File: config.mk
export PLATFORM = sky130hd
export DESIGN_NAME = airi5c_regfile_gen
export DESIGN_NICKNAME = d
export VERILOG_FILES = /design/src/rtl/airi5c_regfile_gen.sv
export SDC_FILE = /design/constraint.sdc
export NUM_CORES = 2
export LEC_CHECK = 0
export CAP_MARGIN = 30
export CORE_MARGIN = 10
export CORE_UTILIZATION = 40
export DETAILED_ROUTE_END_ITERATION = 10
export HOLD_SLACK_MARGIN = 0.08
export SKIP_CTS_REPAIR_TIMING = 1
export SYNTH_ARGS = -nofsm -noshare
export SYNTH_HDL_FRONTEND = slang
export SYNTH_SLANG_ARGS = --single-unit
File: constraint.sdc
create_clock -name clk_i -period 6.3 [get_ports clk_i]
set_clock_uncertainty 0.1 [all_clocks]
set_input_delay 1.26 -clock clk_i [delete_from_list [all_inputs] [get_ports clk_i]]
set_output_delay 1.26 -clock clk_i [all_outputs]
set_load 0.02 [all_outputs]
File: src/rtl/airi5c_regfile_gen.sv
// General-purpose register file with a scrub sequencer, optional write-to-read bypass, paired write and a debug port.
// Latency: reads are combinational; writes land on the rising edge; a scrub lasts NREGS cycles.
// Backpressure: none; while busy_o=1 all writes are dropped and reads return 0, so the caller must stall.
//
// Ports:
//   clk_i, rst_i        clock and synchronous active-high reset (reset starts a scrub)
//   init_req_i, busy_o  scrub request (taken only when idle) and scrub-in-progress flag
//   ra_i, rd_o          NRD packed read addresses / read data, port k at slice k
//   wen_i, wa_i, wd_i   pipeline write; wd2_i and use_rd64_i turn it into an even/odd pair write
//   dm_wara_i, dm_wd_i, dm_wen_i, dm_rd_o   debug-module access; its write wins over the pipeline write
module airi5c_regfile_gen #(
    parameter int XLEN = 32,
    parameter int NREGS = 32,
    parameter int NRD = 3,
    parameter int ZERO_REG = 1,
    parameter int BYPASS = 1,
    parameter logic [XLEN-1:0] INIT_VAL = '0,
    localparam int AW = $clog2(NREGS)
) (
    input  logic                clk_i,
    input  logic                rst_i,
    input  logic                init_req_i,
    output logic                busy_o,
    input  logic [NRD*AW-1:0]   ra_i,
    output logic [NRD*XLEN-1:0] rd_o,
    input  logic                wen_i,
    input  logic [AW-1:0]       wa_i,
    input  logic [XLEN-1:0]     wd_i,
    input  logic [XLEN-1:0]     wd2_i,
    input  logic                use_rd64_i,
    input  logic [AW-1:0]       dm_wara_i,
    input  logic [XLEN-1:0]     dm_wd_i,
    input  logic                dm_wen_i,
    output logic [XLEN-1:0]     dm_rd_o
);

    localparam logic ZERO = (ZERO_REG != 0);
    localparam logic BYP  = (BYPASS != 0);

    typedef enum logic {IDLE, SCRUB} state_t;

    state_t          state;
    state_t          state_nxt;
    logic [AW-1:0]   cnt;
    logic [AW-1:0]   cnt_nxt;
    logic            busy;
    logic            byp_en;
    logic [AW-1:0]   pair_even;
    logic [AW-1:0]   pair_odd;

    // No reset on the array so it can map onto FPGA block/distributed RAM.
    logic [XLEN-1:0] data [NREGS];

    // State register: reset always (re)starts a scrub from entry 0.
    always_ff @(posedge clk_i) begin
        if (rst_i) begin
            state <= SCRUB;
            cnt   <= '0;
        end else begin
            state <= state_nxt;
            cnt   <= cnt_nxt;
        end
    end

    // Next-state logic: init_req_i is only looked at in IDLE, so requests during a scrub are simply lost.
    always_comb begin
        state_nxt = state;
        cnt_nxt   = cnt;
        case (state)
            IDLE: begin
                if (init_req_i) begin
                    state_nxt = SCRUB;
                    cnt_nxt   = '0;
                end
            end
            SCRUB: begin
                if (cnt == AW'(NREGS - 1)) begin
                    state_nxt = IDLE;
                    cnt_nxt   = '0;
                end else begin
                    cnt_nxt = cnt + AW'(1);
                end
            end
            default: begin
                state_nxt = IDLE;
                cnt_nxt   = '0;
            end
        endcase
    end

    // Output logic.
    always_comb begin
        busy = (state == SCRUB);
    end

    assign busy_o = busy;

    // Pair addresses are formed by masking bit 0, which also works for AW=1.
    assign pair_even = wa_i & ~AW'(1);
    assign pair_odd  = wa_i | AW'(1);

    // Only an undisturbed pipeline write is forwarded; a debug write in the same cycle kills it.
    assign byp_en = BYP && wen_i && !dm_wen_i && !busy;

    // Storage writes: scrub beats debug beats pipeline.
    always_ff @(posedge clk_i) begin
        if (busy) begin
            data[cnt] <= INIT_VAL;
        end else if (dm_wen_i) begin
            if (!(ZERO && dm_wara_i == '0)) begin
                data[dm_wara_i] <= dm_wd_i;
            end
        end else if (wen_i) begin
            if (use_rd64_i) begin
                if (!(ZERO && pair_even == '0)) begin
                    data[pair_even] <= wd_i;
                end
                data[pair_odd] <= wd2_i;
            end else if (!(ZERO && wa_i == '0)) begin
                data[wa_i] <= wd_i;
            end
        end
    end

    // Read ports: the zero/busy override is applied last so it also masks bypassed data.
    for (genvar k = 0; k < NRD; k++) begin : g_rd
        logic [AW-1:0]   addr;
        logic [XLEN-1:0] val;

        assign addr = ra_i[k*AW +: AW];

        always_comb begin
            val = data[addr];
            if (byp_en) begin
                if (use_rd64_i) begin
                    if (addr == pair_even) begin
                        val = wd_i;
                    end else if (addr == pair_odd) begin
                        val = wd2_i;
                    end
                end else if (addr == wa_i) begin
                    val = wd_i;
                end
            end
            if (busy || (ZERO && addr == '0)) begin
                val = '0;
            end
        end

        assign rd_o[k*XLEN +: XLEN] = val;
    end

    // Debug read never sees bypassed data.
    always_comb begin
        dm_rd_o = data[dm_wara_i];
        if (busy || (ZERO && dm_wara_i == '0)) begin
            dm_rd_o = '0;
        end
    end

endmodule

==> impl_metrics.ini <==
[grt]
grt_pass1_wl_um = 517000
gr-usage-met1_pct = 40.9
antenna_found_initial = 20
global_route.usage.met3_pct = 11.8
top_usage_layer = met2
use_met2_pct = 50.6
grt_pass1_vias = 63000
grt_usage_pct = 34.9
grt_max_degree = 97
grt-ovfl-total = 0

[logic_synthesis]
ys_seq_area_share_pct = 40.7
synth_commonest_cells = nand2_1 (1,682), edfxtp_1 (1,024), mux4_2 (1,010), clkbuf_1 (383), a21oi_1 (326)
yosysMostFrequentCell = nand2_1
synth_area_leaders = edfxtp_1 (41%), mux4_2 (30%), nand2_1 (8.3%)
async_flop_share_pct = 0
syn_nets = 6500
yosysTopAreaCellShare_pct = 40.5
syn_avg_cell_area_sq_um = 11.9
synth_warnings = 0
syn_area_sq_mm = 0.0759
ys_seq_elements = 1030
synth_cell_type_count = 76
netlist.top_cell.by_area = edfxtp_1
synthCells = 6371
synth_flop_cell = edfxtp_1
synth_edf_count = 1024

[finish]
n_fill_cell = 16900
drive_gt1_share_pct = 29.9
final_cells = 9025
area_growth_pct = 15.0
final_util_pct = 46.4
nets = 6546
fin_area_sq_mm = 0.0873

[timing]
fmaxAchievable_ghz = 0.157
fin_crit_ps = 6390
setup_tns_ps = -152
rsz0062_at_grt = yes
fin_ws_ps = -85.8
slew_headroom_pct = 27.4
finalMaxSlewViolations = 0
setup_viol = 2
tightest_slew_ps = 1090
hold_violations = 0
finalCritPeriodShare_pct = 101

[detailed_routing]
drc = 1
dr.pass1.iters = 11
wl_per_cell_um = 41.7
finalWirelength_um = 376000
ant_nets = 0
routed_via_density = 7.28
drt_iter0_markers = 11700
vias = 65700

[job]
cap_violations = 0

[floorplanning]
die_y_um = 456
io_pins = 256
num_rows = 159
start_util_pct = 40.3
die_x_um = 456
design.core.area_sq_mm = 0.188
die-area_sq_mm = 0.208

[critical_path]
startpoint_type = input port
cp_max_fo = 16
reg2reg_slack_ps = 1790
reg2regPathDepth = 7
r2r_start = busy_o$_SDFF_PP1_
cp-end-kind = output port
required_ps = 4940
crit_type = input port to output port
worstPathArrival_ps = 5030
rr_endpoint = data[18][22]$_DFFE_PP_

[worst_hold_path]
worstHoldPathCells = 2
hp-start = cnt[2]$_SDFFE_PP0P_
hp-class = flop to flop
min_to = cnt[3]$_SDFFE_PP0P_

[placement]
place_area_sq_mm = 0.0834
dpl.cell_count = 8787
globalplace.congestion = 0.999
portBuffers = 255
dp_hpwl_um = 240000

[run_status]
violations = design-rule violations, negative setup slack
status = finished, violations left

[power]
p_seq_share_pct = 43.7
leakagePower_nw = 32.8
power_density_mw_per_mm2 = 198
swShare_pct = 27.9
power.net_switching_mw = 4.83
internal_power_mw = 12.5
vdd_drop_max_mv = 0.228
pwr-share-comb_pct = 14.3
clockPowerShare_pct = 42.0

[clock_network]
clkSlewWorstSetupHoldPaths_ps = 70
cts_root_buf = clkbuf_16
clock_sinks = 1030
clk_latency_ps = 780
cts_tree = yes
clockBufferDepth = 3
cts_made_buffers = 118
h-tree-depth = 3
==> sequential cells by signal (all words and copies together) (netlist names) <==
| name | count |
|---|---|
| busy_o | 1 |
| cnt | 5 |
| data | 1024 |
==> layout by cell type (no fill, tap or decap), types with 16 or more instances in the layout <==
cell / n
o21ai_4: 21
clkdlybuf4s50_1: 194
o21ai_0: 208
o221ai_1: 22
mux4_2: 1010
a222oi_1: 30
clkinv_1: 21
clkinv_2: 28
a221oi_1: 45
edfxtp_1: 1024
a22oi_1: 196
o31ai_1: 23
a21oi_1: 326
nand2_1: 1675
a22o_1: 30
buf_4: 382
mux2_2: 88
mux2i_1: 154
nand3_1: 18
o211ai_1: 23
a22oi_4: 20
buf_12: 106
a211oi_1: 23
nor2_1: 227
o22ai_1: 117
clkbuf_16: 119
a221oi_2: 16
inv_1: 123
==> cell type report <==
cell class | instances | area (sq um) | area share [%]
Multi-Input combinational cell | 4440 | 41800 | 47.8
Sequential cell | 1030 | 30900 | 35.3
Timing Repair Buffer | 701 | 7160 | 8.20
Tap cell | 2495 | 3120 | 3.57
Clock buffer | 129 | 3020 | 3.45
Clock inverter | 91 | 892 | 1.02
Inverter | 126 | 474 | 0.543
Antenna cell | 13 | 32.5 | 0.0373
==> per-layer routing <==
layer  part of all wire (%)  vias up
li1                       -    24800
met1                     31    32400
met2                     42     6528
met3                     15     1979
met4                     11       26
met5                  0.054        -
==> power by group through the flow <==
| stage | clock network [mW] | registers, mW | logic (mW) |
|---|---|---|---|
| finish | 7.26 | 7.56 | 2.48 |
| global route | 7.47 | 7.56 | 2.47 |
| CTS | 7.21 | 7.56 | 2.36 |
| detailed placement | 0 | 7.70 | 2.36 |
| global placement | 0 | 7.70 | 2.35 |
| floorplan | 0 | 7.68 | 1.33 |
==> worst max-delay path: stages <==
cell and delay [ps]:
clkdlybuf4s50_1 450, buf_12 180, and2_2 340, a22o_1 260, a221oi_1 350, o211ai_1 340, buf_4 270, a222oi_1 860
inv_1 100, clkdlybuf4s50_1 580
==> metrics by stage <==
stage	power [mW]	hold slack [ps]	setup slack [ps]
detailed placement	10.1	411	76.6
finish	17.3	436	-85.8
global placement	10.0	391	106
CTS	17.1	421	76.9
floorplan	9.02	360	689
global route	17.5	481	-5.92
==> worst max-delay path by stage <==
| stage | startpoint | end | slack [ps] | cells past startpoint |
|---|---|---|---|---|
| CTS | ra_i[6] | rd_o[33] | 80 | 10 |
| detailed placement | ra_i[6] | rd_o[33] | 80 | 10 |
| global placement | ra_i[6] | rd_o[33] | 110 | 10 |
| floorplan | wa_i[1] | data[2][0]$_DFFE_PP_ | 690 | 8 |
| global route | ra_i[6] | rd_o[33] | -6 | 10 |
| finish | ra_i[6] | rd_o[33] | -90 | 10 |
==> logic make-up (layout without fill, tap and decap cells) <==
logic type	count (synthesis)	after routing	synth area share, %
XOR/XNOR	18	18	0.208
flip-flops	1030	1030	40.7
AO/OA/AOI/OAI	1149	1149	10.2
AND/OR/NAND/NOR	2019	2019	10.4
buffers and inverters	901	1047	5.20
other	0	13	0
adder cells (fa/ha/maj)	2	2	0.0330
multiplexers	1252	1252	33.3
(Power assumes the default switching activity.)
